**config.mk**
```make
export PLATFORM = sky130hd
export DESIGN_NAME = mem_access_unit
export DESIGN_NICKNAME = d
export VERILOG_FILES = /design/src/rtl/mem_access_pkg.sv /design/src/rtl/mem_lane_align.sv /design/src/rtl/mem_access_unit.sv
export SDC_FILE = /design/constraint.sdc
export NUM_CORES = 1
export LEC_CHECK = 0
export ABC_AREA = 1
export BUFFER_PORTS_ARGS = -buffer_cell sky130_fd_sc_hd__buf_2
export CAP_MARGIN = 20
export CELL_PAD_IN_SITES_DETAIL_PLACEMENT = 1
export CELL_PAD_IN_SITES_GLOBAL_PLACEMENT = 1
export CORE_MARGIN = 5
export CORE_UTILIZATION = 34
export CTS_CLUSTER_DIAMETER = 200
export CTS_CLUSTER_SIZE = 16
export DETAILED_ROUTE_END_ITERATION = 6
export GPL_TIMING_DRIVEN = 0
export PLACE_DENSITY_LB_ADDON = 0.05
export SYNTH_ARGS = -nofsm -noshare
export SYNTH_HDL_FRONTEND = slang
export SYNTH_HIERARCHICAL = 1
export SYNTH_SLANG_ARGS = --single-unit
```
**constraint.sdc**
```tcl
create_clock -name clk -period 3.5 [get_ports clk]
set_input_delay 0.7 -clock clk [delete_from_list [all_inputs] [get_ports clk]]
set_output_delay 0.7 -clock clk [all_outputs]
set_load 0.1 [all_outputs]
```
**src/rtl/mem_access_pkg.sv**
```systemverilog
// Shared encodings for the MEM-stage load/store unit: access sizes,
// controller state encoding and RAM byte-write-enable masks.
package mem_access_pkg;

    localparam logic [1:0] SZ_BYTE = 2'd0;
    localparam logic [1:0] SZ_HALF = 2'd1;
    localparam logic [1:0] SZ_WORD = 2'd2;
    localparam logic [1:0] SZ_ILL  = 2'd3;

    typedef enum logic [1:0] {
        ST_IDLE   = 2'd0,
        ST_ACCESS = 2'd1,
        ST_WAIT   = 2'd2,
        ST_RESP   = 2'd3
    } state_t;

    localparam logic [3:0] WEN_NONE = 4'b0000;
    localparam logic [3:0] WEN_BYTE = 4'b0001;
    localparam logic [3:0] WEN_LO   = 4'b0011;
    localparam logic [3:0] WEN_HI   = 4'b1100;
    localparam logic [3:0] WEN_ALL  = 4'b1111;

endpackage

```
**src/rtl/mem_lane_align.sv**
```systemverilog
// Little-endian byte-lane steering: store write enables and replicated store
// data, load extraction with sign/zero extension, and alignment fault detect.
module mem_lane_align
    import mem_access_pkg::*;
(
    input  logic [1:0]  size,
    input  logic        load_unsigned,
    input  logic [1:0]  lane,
    input  logic [31:0] wdata,
    input  logic [31:0] rdata,
    output logic [3:0]  wen,
    output logic [31:0] lane_wdata,
    output logic [31:0] load_data,
    output logic        misaligned
);

    logic [7:0]  byte_sel;
    logic [15:0] half_sel;

    // Select the addressed lane and form enables/data for the access size.
    always_comb begin
        byte_sel   = rdata[8*lane +: 8];
        half_sel   = lane[1] ? rdata[31:16] : rdata[15:0];
        wen        = WEN_NONE;
        lane_wdata = wdata;
        load_data  = rdata;
        misaligned = 1'b0;
        case (size)
            SZ_BYTE: begin
                wen        = WEN_BYTE << lane;
                lane_wdata = {4{wdata[7:0]}};
                load_data  = load_unsigned ? {24'd0, byte_sel}
                                           : {{24{byte_sel[7]}}, byte_sel};
            end
            SZ_HALF: begin
                misaligned = lane[0];
                wen        = lane[1] ? WEN_HI : WEN_LO;
                lane_wdata = {2{wdata[15:0]}};
                load_data  = load_unsigned ? {16'd0, half_sel}
                                           : {{16{half_sel[15]}}, half_sel};
            end
            SZ_WORD: begin
                misaligned = (lane != 2'd0);
                wen        = WEN_ALL;
            end
            default: begin
                misaligned = 1'b1;
                load_data  = '0;
            end
        endcase
    end

endmodule

```
**src/rtl/mem_access_unit.sv**
```systemverilog
// MEM-stage load/store unit: accepts one request, runs a single RAM access
// (plus one wait cycle for registered-read RAMs), and returns a response or
// an address-error exception to writeback under valid/ready.
//
// state  | meaning
// IDLE   | ready for a new request
// ACCESS | RAM enabled; stores commit on the closing edge
// WAIT   | registered-read RAM: hold address, capture rdata at the end
// RESP   | response valid, held until resp_ready
module mem_access_unit
    import mem_access_pkg::*;
#(
    parameter int ADDR_W     = 10,
    parameter int RD_LATENCY = 0    // 0 = combinational read, 1 = registered read
) (
    input  logic              clk,
    input  logic              rst,
    input  logic              req_valid,
    output logic              req_ready,
    input  logic              req_we,
    input  logic [1:0]        req_size,
    input  logic              req_unsigned,
    input  logic [31:0]       req_addr,
    input  logic [31:0]       req_wdata,
    input  logic [4:0]        req_rd,
    output logic              resp_valid,
    input  logic              resp_ready,
    output logic [31:0]       resp_rdata,
    output logic [4:0]        resp_rd,
    output logic              resp_is_load,
    output logic              resp_exc,
    output logic [31:0]       resp_badvaddr,
    output logic              ram_en,
    output logic [3:0]        ram_wen,
    output logic [ADDR_W-1:0] ram_addr,
    output logic [31:0]       ram_wdata,
    input  logic [31:0]       ram_rdata
);

    state_t      state;
    logic        q_we;
    logic [1:0]  q_size;
    logic        q_unsigned;
    logic [1:0]  q_lane;
    logic        ram_en_q;
    logic [3:0]  ram_wen_q;

    logic        in_idle;
    logic [1:0]  al_size;
    logic        al_unsigned;
    logic [1:0]  al_lane;
    logic [3:0]  al_wen;
    logic [31:0] al_wdata;
    logic [31:0] al_load;
    logic        al_misaligned;

    // One aligner serves both phases: incoming request while idle (store
    // lanes, fault check), latched request afterwards (load extraction).
    assign in_idle     = (state == ST_IDLE);
    assign al_size     = in_idle ? req_size     : q_size;
    assign al_unsigned = in_idle ? req_unsigned : q_unsigned;
    assign al_lane     = in_idle ? req_addr[1:0] : q_lane;

    mem_lane_align u_align (
        .size          (al_size),
        .load_unsigned (al_unsigned),
        .lane          (al_lane),
        .wdata         (req_wdata),
        .rdata         (ram_rdata),
        .wen           (al_wen),
        .lane_wdata    (al_wdata),
        .load_data     (al_load),
        .misaligned    (al_misaligned)
    );

    // Reset gates the RAM strobes immediately so an in-flight store cannot commit.
    assign ram_en  = ram_en_q & ~rst;
    assign ram_wen = ram_wen_q & {4{~rst}};

    // Controller FSM with all handshake, RAM and response outputs registered.
    always_ff @(posedge clk) begin
        if (rst) begin
            state         <= ST_IDLE;
            req_ready     <= 1'b1;
            resp_valid    <= 1'b0;
            ram_en_q      <= 1'b0;
            ram_wen_q     <= WEN_NONE;
            ram_addr      <= '0;
            ram_wdata     <= '0;
            resp_rdata    <= '0;
            resp_rd       <= '0;
            resp_is_load  <= 1'b0;
            resp_exc      <= 1'b0;
            resp_badvaddr <= '0;
            q_we          <= 1'b0;
            q_size        <= SZ_BYTE;
            q_unsigned    <= 1'b0;
            q_lane        <= 2'd0;
        end else begin
            case (state)
                ST_IDLE: begin
                    if (req_valid && req_ready) begin
                        q_we         <= req_we;
                        q_size       <= req_size;
                        q_unsigned   <= req_unsigned;
                        q_lane       <= req_addr[1:0];
                        resp_rd      <= req_rd;
                        resp_is_load <= ~req_we;
                        req_ready    <= 1'b0;
                        if (al_misaligned) begin
                            state         <= ST_RESP;
                            resp_valid    <= 1'b1;
                            resp_exc      <= 1'b1;
                            resp_badvaddr <= req_addr;
                            resp_rdata    <= '0;
                        end else begin
                            state     <= ST_ACCESS;
                            ram_en_q  <= 1'b1;
                            ram_wen_q <= req_we ? al_wen : WEN_NONE;
                            ram_addr  <= req_addr[ADDR_W+1:2];
                            if (req_we) begin
                                ram_wdata <= al_wdata;
                            end
                        end
                    end
                end
                ST_ACCESS: begin
                    ram_wen_q     <= WEN_NONE;
                    resp_exc      <= 1'b0;
                    resp_badvaddr <= '0;
                    if (q_we || RD_LATENCY == 0) begin
                        state      <= ST_RESP;
                        ram_en_q   <= 1'b0;
                        resp_valid <= 1'b1;
                        resp_rdata <= q_we ? 32'd0 : al_load;
                    end else begin
                        state <= ST_WAIT;
                    end
                end
                ST_WAIT: begin
                    state      <= ST_RESP;
                    ram_en_q   <= 1'b0;
                    resp_valid <= 1'b1;
                    resp_rdata <= al_load;
                end
                ST_RESP: begin
                    if (resp_ready) begin
                        state      <= ST_IDLE;
                        resp_valid <= 1'b0;
                        req_ready  <= 1'b1;
                    end
                end
                default: state <= ST_IDLE;
            endcase
        end
    end

endmodule

```
==> impl_metrics.yaml <==
cells_and_area:
  syn2layout_area_growth_pct: 30.3
  nNetsFinal: 1537
  multi_input_area_um2: 3590
  layout-drive-gt1-share_pct: 23.5
  instances_no_fill: 1706
  final_common_cell: "nand2_1"
  layout_common_cells: "nand2_1 (418), buf_2 (252), nor2_1 (216), inv_1 (128), dfxtp_1 (127)"
  num-fill-cells: 2870
  ff_latch_area_um2: 2560
sta:
  worst_pin_slew_ps: 622
  max_freq_mhz: 305
  min_period_ps: 3280
  worst_hold_slack_ps: 452
  slew-limit-headroom_pct: 58.5
  fin_tns_setup_ps: 0
  setup_viol: 0
  slew_violations: 0
  fin_skew_ps: 11.8
  setup_ws_ps: 217
  finalCritPeriodShare_pct: 93.8
  hold_viol: 0
drt:
  vias_per_cell: 4.67
  drcViolationCount: 0
  drt-wirelength-per-cell_um: 15.4
  first_pass_iters: 4
  wirelength_um: 26200
  drtIter0Drc: 252
  vias: 7967
  ant_nets: 0
floorplanning:
  fp.dieW_um: 154
  die_area_um2: 23900
  io_pins: 229
  core_region_area_um2: 20400
  start_util_pct: 34.8
  die_h_um: 154
  num_rows: 52
synthesis:
  ys_warn_count: 6
  synthCells: 1174
  syn-cell-area_um2: 7100
  syn_area_per_cell_um2: 6.04
  syn-num-nets: 1290
  yosys_register_bits: 128
  synth_cell_types: 27
  ys_seq_area_share_pct: 36.1
run:
  drv_cap: 0
power:
  power_frac_seq_pct: 18.6
  peakVddDrop_uv: 457
  switching_share_pct: 57.5
  cellPowerDensity_nw_per_um2: 1190
  clock_power_share_pct: 17.9
  internal_power_mw: 4.68
  p_leak_nw: 5.09
  total_power_mw: 11.0
  pwr-share-comb_pct: 63.5
  p_switching_mw: 6.35
placement:
  dp_cells: 1672
  hpwlAfterDp_um: 20700
  io_buffers: 228
  dp_slack_ps: -140
  place_congestion: 0.862
clock_network:
  cts_tree: "done"
  cts_inserted_buffers: 17
  ctsHoldBuffers: 0
  worstSkewPairLatency_ps: 420
  cts-htree-levels: 4
  path_clk_slew_ps: 60
  cts_root_buf: "clkbuf_16"
  clkSinkCount: 128
  cts_buffer_depth: 2
grt:
  grt_pass1_vias: 8214
  grt_pass1_wl_um: 41800
  grt.total_usage_pct: 21.8
  antenna_found_initial: 2
  grt_max_degree: 17
  grt-ovfl-total: 0
run_status:
  status: "finished clean"
worst_setup_path:
  cp-start-kind: "register"
  endpoint_kind: "register"
  worstPathArrival_ps: 3600
  worstPathRequired_ps: 3820
  criticalPathCategory: "reg -> reg"
  crit_fanout: 10
hold_path:
  hold_class: "reg -> reg"
[path summary, 6_finish.rpt]
| check | start | endpoint | slack, ps | depth (start not counted) |
|---|---|---|---|---|
| hold / removal | q_unsigned | q_unsigned | 450 | 2 |
| setup / recovery | state[1] | resp_rdata[20] | 220 | 17 |
| hold reg to reg | q_unsigned | q_unsigned | 450 | 2 |
| setup reg to reg | state[1] | resp_rdata[20] | 220 | 17 |
[power by group through the flow]
stage	clock [mW]	combinational, mW	sequential, mW
6_report	1.98	7.00	2.05
5_1_grt	2.08	7.66	2.10
4_1_cts	2.00	7.07	2.05
3_5_place_dp	0	7.02	2.08
3_3_place_gp	0	6.93	2.07
2_1_floorplan	0	3.13	4.46
[layout make-up]
type	instances	area share, %
inverter	138	5.71
sequential	128	27.7
clock buffer	20	5.05
buffer	77	4.70
tap	270	3.65
clock inverter	12	1.96
timing repair buffer	228	12.3
antenna	2	0.0541
multi-input combinational	831	38.8
[timing repair]
action,4_1_cts,5_1_grt
gates resized for setup,3,7
buffers inserted,0,0
setup endpoints to repair,55,99
[worst max-delay path, stage by stage, from the launching register on]
cell,delay [ps]
dfxtp_1,410
inv_1,130
ha_1,190
buf_4,170
clkbuf_2,190
o21ai_1,240
clkbuf_4,260
clkbuf_4,240
a21oi_1,100
a31oi_2,270
inv_1,110
nand2_1,170
nand2_1,120
nor2_4,190
buf_4,190
nand2_1,70
nand2_1,80
nor2_1,50
[stage by stage]
stage	area, um2	utilization [%]
final	9250	45.4
after global routing	9250	45.4
after CTS	9230	45.3
after detailed placement	8570	42.1
after global placement	8570	42.1
after floorplan	7100	-
[layer usage]
| metal | up-vias | GRT usage (%) | share of wire [%] |
|---|---|---|---|
| met3 | 25 | 3.91 | 5.5 |
| met1 | 3717 | 27.0 | 44 |
| met4 | 0 | 5.89 | 1.2 |
| met2 | 176 | 38.9 | 49 |
| met5 | - | 0 | 0 |
| li1 | 4049 | - | - |
[registers in the layout, indices dropped and copies added (netlist names), 2 cells and up]
signal and count:
q_size 2, q_lane 2, state 2, resp_rd 5, ram_addr 10, resp_rdata 32
resp_badvaddr 32, ram_wdata 32, ram_wen_q 4
[synthesized netlist by cell type]
library cell  instances  area, um2
inv_1               128        480
buf_6                 5       56.3
clkinv_1              1       3.75
nand3_2               2       20.0
dfxtp_1             128       2560
nand3_1              12       60.1
nand3_4               4       70.1
inv_4                 1       6.26
a21oi_1              60        300
clkbuf_1             26       97.6
buf_4                17        128
o21ai_0              76        380
o31ai_1               2       15.0
o211ai_1              8       60.1
inv_2                 7       26.3
buf_1                 2       7.51
a31oi_1               2       12.5
nor2_1              216        811
buf_2                27        135
nand2_4               4       45.0
nand2_2               2       12.5
inv_8                 1       11.3
nand4_1               7       43.8
a22oi_1               8       60.1
ha_1                  7       87.6
nand2_1             418       1570
nor2_4                3       33.8
[kinds of logic (layout without fill, tap and decap cells)]
group | Yosys count | count (layout) | synth area share, %
buffers and inverters | 215 | 475 | 13.4
other | 0 | 2 | 0
AOI/OAI and AO/OA | 156 | 156 | 11.7
and+or+nand+nor | 668 | 668 | 37.6
DFF | 128 | 128 | 36.1
adders and majority gates | 7 | 7 | 1.23
No activity file was read; power rests on OpenSTA's default activity.
